### src/rtl/cache_line_buffer.sv
// Cache line refill/writeback buffer: assembles memory beats into a line for an SRAM write
// and streams an SRAM line out as beats. Optional refill forwarding: CACHE_LINE_BUFFER_FWD_EN.
module cache_line_buffer #(
    parameter int unsigned CACHE_SET_BITS  = 2,
    parameter int unsigned CACHE_LINE_BITS = 512,
    parameter int unsigned MEM_DATA_BITS   = 128,
    localparam int unsigned BEATS          = CACHE_LINE_BITS / MEM_DATA_BITS,
    localparam int unsigned IDX_W          = $clog2(BEATS)
) (
    input  logic                       clk,
    input  logic                       reset,
    input  logic                       fill_start,
    input  logic [CACHE_SET_BITS-1:0]  fill_set,
    input  logic                       evict_start,
    input  logic [CACHE_SET_BITS-1:0]  evict_set,
    input  logic                       mem_resp_valid,
    input  logic [MEM_DATA_BITS-1:0]   mem_resp_data,
    output logic                       mem_req_data_valid,
    input  logic                       mem_req_data_ready,
    output logic [MEM_DATA_BITS-1:0]   mem_req_data_bits,
    output logic                       sram_we,
    output logic [CACHE_SET_BITS-1:0]  sram_addr,
    output logic [CACHE_LINE_BITS-1:0] sram_din,
    input  logic [CACHE_LINE_BITS-1:0] sram_dout,
    output logic                       busy,
    output logic                       done,
    output logic                       fwd_valid,
    output logic [IDX_W-1:0]           fwd_idx,
    output logic [MEM_DATA_BITS-1:0]   fwd_data
);

    localparam logic [IDX_W-1:0] LAST_BEAT = IDX_W'(BEATS - 1);

    typedef enum logic [2:0] {
        IDLE,
        FILL,
        FILL_WR,
        EV_RD,
        EV_CAP,
        EV_SEND
    } state_t;

    state_t                     r_state;
    logic [IDX_W-1:0]           r_cnt;
    logic [CACHE_SET_BITS-1:0]  r_set;
    logic [CACHE_LINE_BITS-1:0] r_line;
    logic                       r_we;
    logic                       r_done;
    logic                       r_busy;
    logic                       r_req_valid;
    logic [MEM_DATA_BITS-1:0]   r_req_bits;

    logic [IDX_W-1:0] w_cnt_inc;
    logic [31:0]      w_cur_lsb;
    logic [31:0]      w_nxt_lsb;

    assign w_cnt_inc = r_cnt + IDX_W'(1);
    assign w_cur_lsb = 32'(r_cnt) * MEM_DATA_BITS;
    assign w_nxt_lsb = 32'(w_cnt_inc) * MEM_DATA_BITS;

    // Control FSM; outputs are registered alongside each transition
    always_ff @(posedge clk) begin
        if (reset) begin
            r_state     <= IDLE;
            r_cnt       <= '0;
            r_set       <= '0;
            r_line      <= '0;
            r_we        <= 1'b0;
            r_done      <= 1'b0;
            r_busy      <= 1'b0;
            r_req_valid <= 1'b0;
            r_req_bits  <= '0;
        end else begin
            r_we   <= 1'b0;
            r_done <= 1'b0;
            case (r_state)
                IDLE: begin
                    if (evict_start) begin
                        r_set   <= evict_set;
                        r_cnt   <= '0;
                        r_busy  <= 1'b1;
                        r_state <= EV_RD;
                    end else if (fill_start) begin
                        r_set   <= fill_set;
                        r_cnt   <= '0;
                        r_busy  <= 1'b1;
                        r_state <= FILL;
                    end
                end
                FILL: begin
                    if (mem_resp_valid) begin
                        r_line[w_cur_lsb +: MEM_DATA_BITS] <= mem_resp_data;
                        if (r_cnt == LAST_BEAT) begin
                            r_cnt   <= '0;
                            r_we    <= 1'b1;
                            r_state <= FILL_WR;
                        end else begin
                            r_cnt <= w_cnt_inc;
                        end
                    end
                end
                FILL_WR: begin
                    r_done  <= 1'b1;
                    r_busy  <= 1'b0;
                    r_state <= IDLE;
                end
                EV_RD: begin
                    r_state <= EV_CAP;
                end
                EV_CAP: begin
                    r_line      <= sram_dout;
                    r_req_bits  <= sram_dout[MEM_DATA_BITS-1:0];
                    r_req_valid <= 1'b1;
                    r_state     <= EV_SEND;
                end
                EV_SEND: begin
                    if (mem_req_data_ready) begin
                        if (r_cnt == LAST_BEAT) begin
                            r_cnt       <= '0;
                            r_req_valid <= 1'b0;
                            r_done      <= 1'b1;
                            r_busy      <= 1'b0;
                            r_state     <= IDLE;
                        end else begin
                            r_cnt      <= w_cnt_inc;
                            r_req_bits <= r_line[w_nxt_lsb +: MEM_DATA_BITS];
                        end
                    end
                end
                default: begin
                    r_busy  <= 1'b0;
                    r_state <= IDLE;
                end
            endcase
        end
    end

    assign mem_req_data_valid = r_req_valid;
    assign mem_req_data_bits  = r_req_bits;
    assign sram_we            = r_we;
    assign sram_addr          = r_set;
    assign sram_din           = r_line;
    assign busy               = r_busy;
    assign done               = r_done;

`ifdef CACHE_LINE_BUFFER_FWD_EN
    logic                     r_fwd_valid;
    logic [IDX_W-1:0]         r_fwd_idx;
    logic [MEM_DATA_BITS-1:0] r_fwd_data;

    // Forward each accepted refill beat one cycle later for early use
    always_ff @(posedge clk) begin
        if (reset) begin
            r_fwd_valid <= 1'b0;
            r_fwd_idx   <= '0;
            r_fwd_data  <= '0;
        end else begin
            r_fwd_valid <= 1'b0;
            if (r_state == FILL && mem_resp_valid) begin
                r_fwd_valid <= 1'b1;
                r_fwd_idx   <= r_cnt;
                r_fwd_data  <= mem_resp_data;
            end
        end
    end

    assign fwd_valid = r_fwd_valid;
    assign fwd_idx   = r_fwd_idx;
    assign fwd_data  = r_fwd_data;
`else
    assign fwd_valid = 1'b0;
    assign fwd_idx   = '0;
    assign fwd_data  = '0;
`endif

endmodule
### config.mk
export PLATFORM = sky130hd
export DESIGN_NAME = cache_line_buffer
export DESIGN_NICKNAME = d
export VERILOG_FILES = /design/src/rtl/cache_line_buffer.sv
export SDC_FILE = /design/constraint.sdc
export NUM_CORES = 2
export LEC_CHECK = 0
export ABC_AREA = 0
export BUFFER_PORTS_ARGS = -buffer_cell sky130_fd_sc_hd__buf_2
export CORE_AREA = 2 2 558 560
export DETAILED_ROUTE_END_ITERATION = 12
export DIE_AREA = 0 0 560 562
export PLACE_DENSITY = 0.3
export SYNTH_ARGS = -nofsm -noshare
export SYNTH_HDL_FRONTEND = slang
export SYNTH_SLANG_ARGS = --single-unit
### constraint.sdc
create_clock -name clk -period 5.2 [get_ports clk]
set_input_delay 0.26 -clock clk [delete_from_list [all_inputs] [get_ports clk]]
set_output_delay 0.26 -clock clk [all_outputs]
set_load 0.005 [all_outputs]
==> After elaboration in Yosys (flattened, before gate mapping) <==
Cells that the tools add are included.
W data, S select, Z words.
{ "totals": {"regBits": 651, "input_bits": 650, "output_inout_bits": 777, "wordCells": 73} }
{ "classes": {"add_sub_neg": 2, "n_eq_ne": 12, "shift": 3, "n_mux": 30, "n_bitwise": 3, "n_reduce_logical": 14} }
{ "op_table": {"columns": ["op", "n"], "rows": [
  ["$pmux W512 S2", 1],
  ["$bwmux W512", 1],
  ["$mux W512", 1],
  ["$shift A128 B34 Y512 const A", 1],
  ["$shiftx A128 B34 Y512", 1],
  ["$shiftx A512 B10 Y128", 1],
  ["$mux W128", 2],
  ["$pmux W128 S2", 1],
  ["$neg A9 Y34", 1],
  ["$mux W3", 6],
  ["$pmux W3 S5", 1],
  ["$mux W2", 7],
  ["$ne A2 B2 Y1 const B", 5],
  ["$reduce_and A4 Y1", 2],
  ["$eq A3 B2 Y1 const B", 2],
  ["$eq A3 B3 Y1 const B", 2],
  ["$mux W1", 6],
  ["$pmux W2 S3", 1],
  ["$reduce_and A3 Y1", 2],
  ["$reduce_bool A2 Y1", 3],
  ["$reduce_or A3 Y1", 2],
  ["$reduce_and A5 Y1", 1],
  ["$pmux W1 S2", 2],
  ["$reduce_and A2 Y1", 2],
  ["8 further kinds", 10]
]} }

==> Longest topological paths before layout <==
{ "depth": {"ltp_word": 5, "depth_mapped": 13, "mapped_depth_nobuf": 5} }

==> Least setup slack after synthesis <==
Ideal clock, no wire load.
{ "synth_timing": {"path_type": "register to register", "startpoint": "reg r_cnt[0]", "endpoint": "reg r_req_bits[35] (netlist: mem_req_data_bits[35])", "arrival_time_ns": 2.861, "setup_slack_ns": 2.197, "path_stages_with_launch": 13, "synth_period_minus_slack_ns": 3.003, "path_cell_list": "dfxtp_1 > buf_4 > buf_4 > buf_2 > buf_2 > inv_1 > ha_1 > buf_2 > buf_2 > buf_2 > mux4_2 > o2111ai_1 > o311ai_0"} }
{ "synth_via": {"elab_chain_cells": 5, "elab_cells_between_ends": 8, "classes_between": "add/sub (1); eq/ne (2); shift (1); mux (3); reduce/logical (1)"} }
{ "synth_lines": {"columns": ["item", "line", "source"], "rows": [
  ["from (decl)", "44", "logic [IDX_W-1:0] r_cnt;"],
  ["from (signal assigned)", "98", "r_cnt <= w_cnt_inc;"],
  ["from (signal assigned)", "125", "r_cnt <= w_cnt_inc;"],
  ["$add A2 B1 Y2", "57", "assign w_cnt_inc = r_cnt + IDX_W'(1);"],
  ["$shiftx A512 B10 Y128", "126", "r_req_bits <= r_line[w_nxt_lsb +: MEM_DATA_BITS];"],
  ["$mux W128", "118", "if (r_cnt == LAST_BEAT) begin"],
  ["$mux W128", "117", "if (mem_req_data_ready) begin"],
  ["$pmux W128 S2", "76", "case (r_state)"],
  ["to (signal assigned)", "112", "r_req_bits <= sram_dout[MEM_DATA_BITS-1:0];"],
  ["to (signal assigned)", "126", null],
  ["to (decl)", "51", "logic [MEM_DATA_BITS-1:0] r_req_bits;"]
]} }
Several ways; a longest one is shown, not always the timed one. The select of a mux whose other input is x is not followed.
A chain may end at the register's enable or synchronous reset.

==> Worst setup path after layout <==
{ "layout_timing": {"startpoint": "reg r_cnt[0]", "endpoint": "reg r_line[380] (netlist: sram_din[380])"} }
{ "layout_via": {"elab_chain_cells": 5, "elab_cells_between_ends": 6, "classes_between": "add/sub (1); shift (2); mux (3)"} }
{ "layout_lines": {"columns": ["item", "line", "source"], "rows": [
  ["$neg A9 Y34 (*)", "92", "r_line[w_cur_lsb +: MEM_DATA_BITS] <= mem_resp_data;"],
  ["$shiftx A128 B34 Y512 or $shift A128 B34 Y512 (tied branches)", "92", null],
  ["$bwmux W512 (*)", "92", null],
  ["$mux W512 (*)", "91", "if (mem_resp_valid) begin"],
  ["$pmux W512 S2 (*)", "76", null],
  ["to (signal, indexed assignment)", "92", null],
  ["to (signal assigned)", "111", "r_line <= sram_dout;"],
  ["to (decl)", "46", "logic [CACHE_LINE_BITS-1:0] r_line;"]
]} }
Every way passes the cells marked *; elsewhere a longest branch is shown, timed or not. The select of a mux whose other input is x is not followed.

==> results.py <==
metrics = {
    "detailed_routing": {
        "dr.max_layer_used": "met5",
        "drt_iter0_markers": 4367,
        "vias_per_cell": 4.71,
        "wl_met1_mm": 141,
        "vias": 49000,
        "post_drt_wl_per_cell_um": 31.6,
        "wl_met3_mm": 25.2,
        "wl_mm": 329,
        "drc_errors": 0,
        "drt-pass1-iter-count": 6,
        "met2RoutedLength_mm": 151,
        "ant_nets": 0,
    },
    "clock_tree": {
        "clock-sinks": 651,
        "h-tree-depth": 3,
        "cts-root-buf": "clkbuf_16",
        "clkLatencyLatePin_ns": 0.80,
        "ctsHoldBuffers": 870,
        "max-clock-path-buffers": 4,
        "cts_resized": 0,
        "clkTransAtPathRegs_ns": 0.06,
        "cts_tree": "built",
        "numCtsBuffers": 102,
        "post_cts_buffers": 0,
    },
    "outcome": {
        "status": "complete, but fails checks",
        "violations": "max-capacitance violations, max-slew violations",
    },
    "setup_path": {
        "reg2reg_to": "sram_din[380]",
        "criticalPathCategory": "flip-flop to flip-flop",
        "crit_required_ns": 5.93,
        "critPathBufInv": 3,
        "max_stage_delay_ns": 0.65,
        "crit_path_max_fanout": 97,
        "cp.arrival_ns": 4.79,
        "rr_worst_depth": 7,
        "r2r_start": "r_cnt[0]",
        "rrSetupSlack_ns": 1.14,
        "cp.depth": 7,
        "cp-startpoint": "r_cnt[0]",
        "crit_path_end": "sram_din[380]",
        "critPathSlowestCell": "dfxtp_4",
        "path_cells": "inv_1 -> ha_4 -> nor4bb_4 -> buf_12 -> nand3_1 -> a31oi_1 -> dlygate4sd3_1",
        "crit_family": "buffers and inverters",
        "endpoint_kind": "flip-flop",
        "crit_path_start_kind": "flip-flop",
    },
    "pwr": {
        "peakVddDrop_uv": 205,
        "total_power_uw": 16200,
        "power.density_nw_per_um2": 264,
        "p_leak_uw": 0.0224,
    },
    "layout": {
        "drive_gt1_share_pct": 28.5,
        "multiInputGateArea_um2": 22200,
        "syn_to_final_growth_pct": 58.3,
        "register_area_um2": 13000,
        "final_nets": 6809,
        "fillers": 34700,
        "instances_no_fill": 10400,
    },
    "global_route": {
        "antenna_found_initial": 143,
        "track_usage_pct": 19.8,
        "grt_max_degree": 141,
        "grt_overflow": 0,
        "grt_pass1_wl_mm": 442,
        "grt_pass1_vias": 47900,
    },
    "place": {
        "dp_hpwl_mm": 229,
        "gp_congestion": 0.841,
        "place_inst": 9300,
        "io_buffers": 1295,
    },
    "synthesis": {
        "ys_seq_area_share_pct": 33.8,
        "synth-async-reset-ratio_pct": 0,
        "synth_flop_cell": "dfxtp_1",
        "synth_warnings": 0,
        "synthCells": 4395,
        "avgSynthCellArea_um2": 8.79,
        "synth-seq-cells": 651,
        "syn_area_um2": 38600,
        "synth.distinct_cells": 50,
        "synth-edff-count": 0,
    },
    "floorplan": {
        "fp.dieW_um": 560,
        "die_h_um": 562,
        "coreArea_um2": 308000,
        "start_util_pct": 12.5,
        "io_pins": 1427,
        "fp-row-count": 204,
        "die_area_um2": 315000,
    },
    "hold_path": {
        "min_path_cells": 4,
        "worstHoldPathType": "input port to flip-flop",
    },
    "run": {
        "cap_viol_max_count": 1,
    },
    "timing": {
        "max-slew-margin-rel_pct": -10.7,
        "period_share_pct": 78.0,
        "grt_setup_unrepaired": "false",
        "hold_viol": 0,
        "report.final.slew_viol_count": 3,
        "setup_tns_ns": 0,
        "min_period_ns": 4.06,
        "worst_pin_slew_ns": 1.64,
        "max_freq_mhz": 246,
        "setup_viol": 0,
        "skew_ns": 0.0276,
    },
}
[worst min-delay path by stage]
stage | start | endpoint | slack [ns]
after CTS | sram_dout[427] | sram_din[427] | 0.005
after global placement | mem_req_data_valid | mem_req_data_valid | 0.46
after detailed placement | mem_req_data_valid | mem_req_data_valid | 0.47
after floorplan | mem_resp_data[32] | sram_din[160] | 0.40
after global routing | sram_dout[427] | sram_din[427] | 0.08
final | sram_dout[458] | sram_din[458] | 0.1
[synthesized netlist by cell type (3+ instances only)]
cell type  count  area [um2]
nor4bb_1     237        2370
buf_6          5        56.3
a221o_1       22         220
and2_1        22         138
mux4_2       128        2880
ha_1           5        62.6
clkbuf_1     448        1680
nand4_1      129         807
a221oi_2      40         601
o311ai_0     375        3280
buf_1         70         263
nor2b_1        3        18.8
nand3_1      258        1290
o2111ai_1    128        1120
mux2i_1        4        40.0
dfxtp_1      651       13000
and4b_1        4        40.0
buf_4        135        1010
inv_1        132         495
a221oi_1     195        1710
nor2_1       237         890
nand2b_1     262        1640
o311ai_1       9        78.8
or3_1          3        18.8
nand2_1      260         976
o21ba_2        3        30.0
a31oi_1      491        3070
buf_2        104         521
a21oi_1        8        40.0
[placed cells by master (no fill, tap or decap), drive strengths merged, types with 4 or more instances in the layout]
cell	synthesis	layout
nor4bb	237	237
clkbuf	448	154
o311ai	384	384
mux2i	4	4
diode	0	62
buf	314	1417
a21oi	8	8
dlygate4sd3	0	870
nand4	129	129
nand2b	262	262
inv	133	136
a221o	22	22
nand3	258	258
o2111ai	128	128
clkinv	0	10
and2	22	22
nand2	261	261
ha	5	5
nor2	237	237
and4b	4	4
conb	1	131
a31oi	491	491
bufinv	0	5
dfxtp	651	651
mux4	128	128
a221oi	235	235
[stage by stage]
step	area, um2	setup slack [ns]	util [%]	hold slack [ns]
5_1_grt	61000	0.903	19.8	0.0772
3_5_place_dp	48900	1.51	15.9	0.471
4_1_cts	61000	0.954	19.8	0.00457
3_3_place_gp	48900	1.57	15.9	0.463
2_1_floorplan	39100	2.20	-	0.398
6_report	61100	1.14	19.8	0.0956
[final cells by class]
class / count / share of cell area [%]
multi-input cells: 2979 / 36.3
clock buffers: 154 / 5.02
clock inverters: 21 / 0.438
inverters: 133 / 0.841
flip-flops and latches: 651 / 21.3
diodes: 62 / 0.254
repair buffers: 2287 / 27.3
well taps: 4120 / 8.43
[registers in the layout, indices dropped and copies added, names as in the netlist]
name                cells
mem_req_data_valid      1
sram_din              512
busy                    1
r_cnt                   2
sram_addr               2
r_state                 3
done                    1
mem_req_data_bits     128
sram_we                 1
[power by group]
group | switching [uW] | total (uW) | internal (uW)
logic | 2000 | 3380 | 1380
clock network | 2950 | 7230 | 4290
registers | 317 | 5540 | 5220
[kinds of logic (layout without fill, tap and decap cells)]
family / Yosys count / in the layout / synth area share (%)
and+or+nand+nor: 1429 / 1429 / 21.5
AOI/OAI and AO/OA: 1282 / 1282 / 26.5
buffers and inverters: 895 / 2595 / 10.4
DFF: 651 / 651 / 33.8
muxes: 132 / 132 / 7.57
adders and majority gates: 5 / 5 / 0.162
other: 1 / 193 / 0.00971
[worst register-to-register path, delay by kind of cell (launching register included)]
kind	cells	cell delay [ns]
fa+ha+maj	1	0.63
simple gates	2	1.35
compound gates	1	0.21
buf+inv	3	1.15
flops	1	0.65
[layer usage]
layer / vias up / GRT usage (%)
li1: 20800 / -
met1: 25300 / 25.7
met2: 2422 / 32.2
met3: 449 / 4.60
met4: 76 / 6.38
met5: - / 0
(Power assumes the default switching activity.)
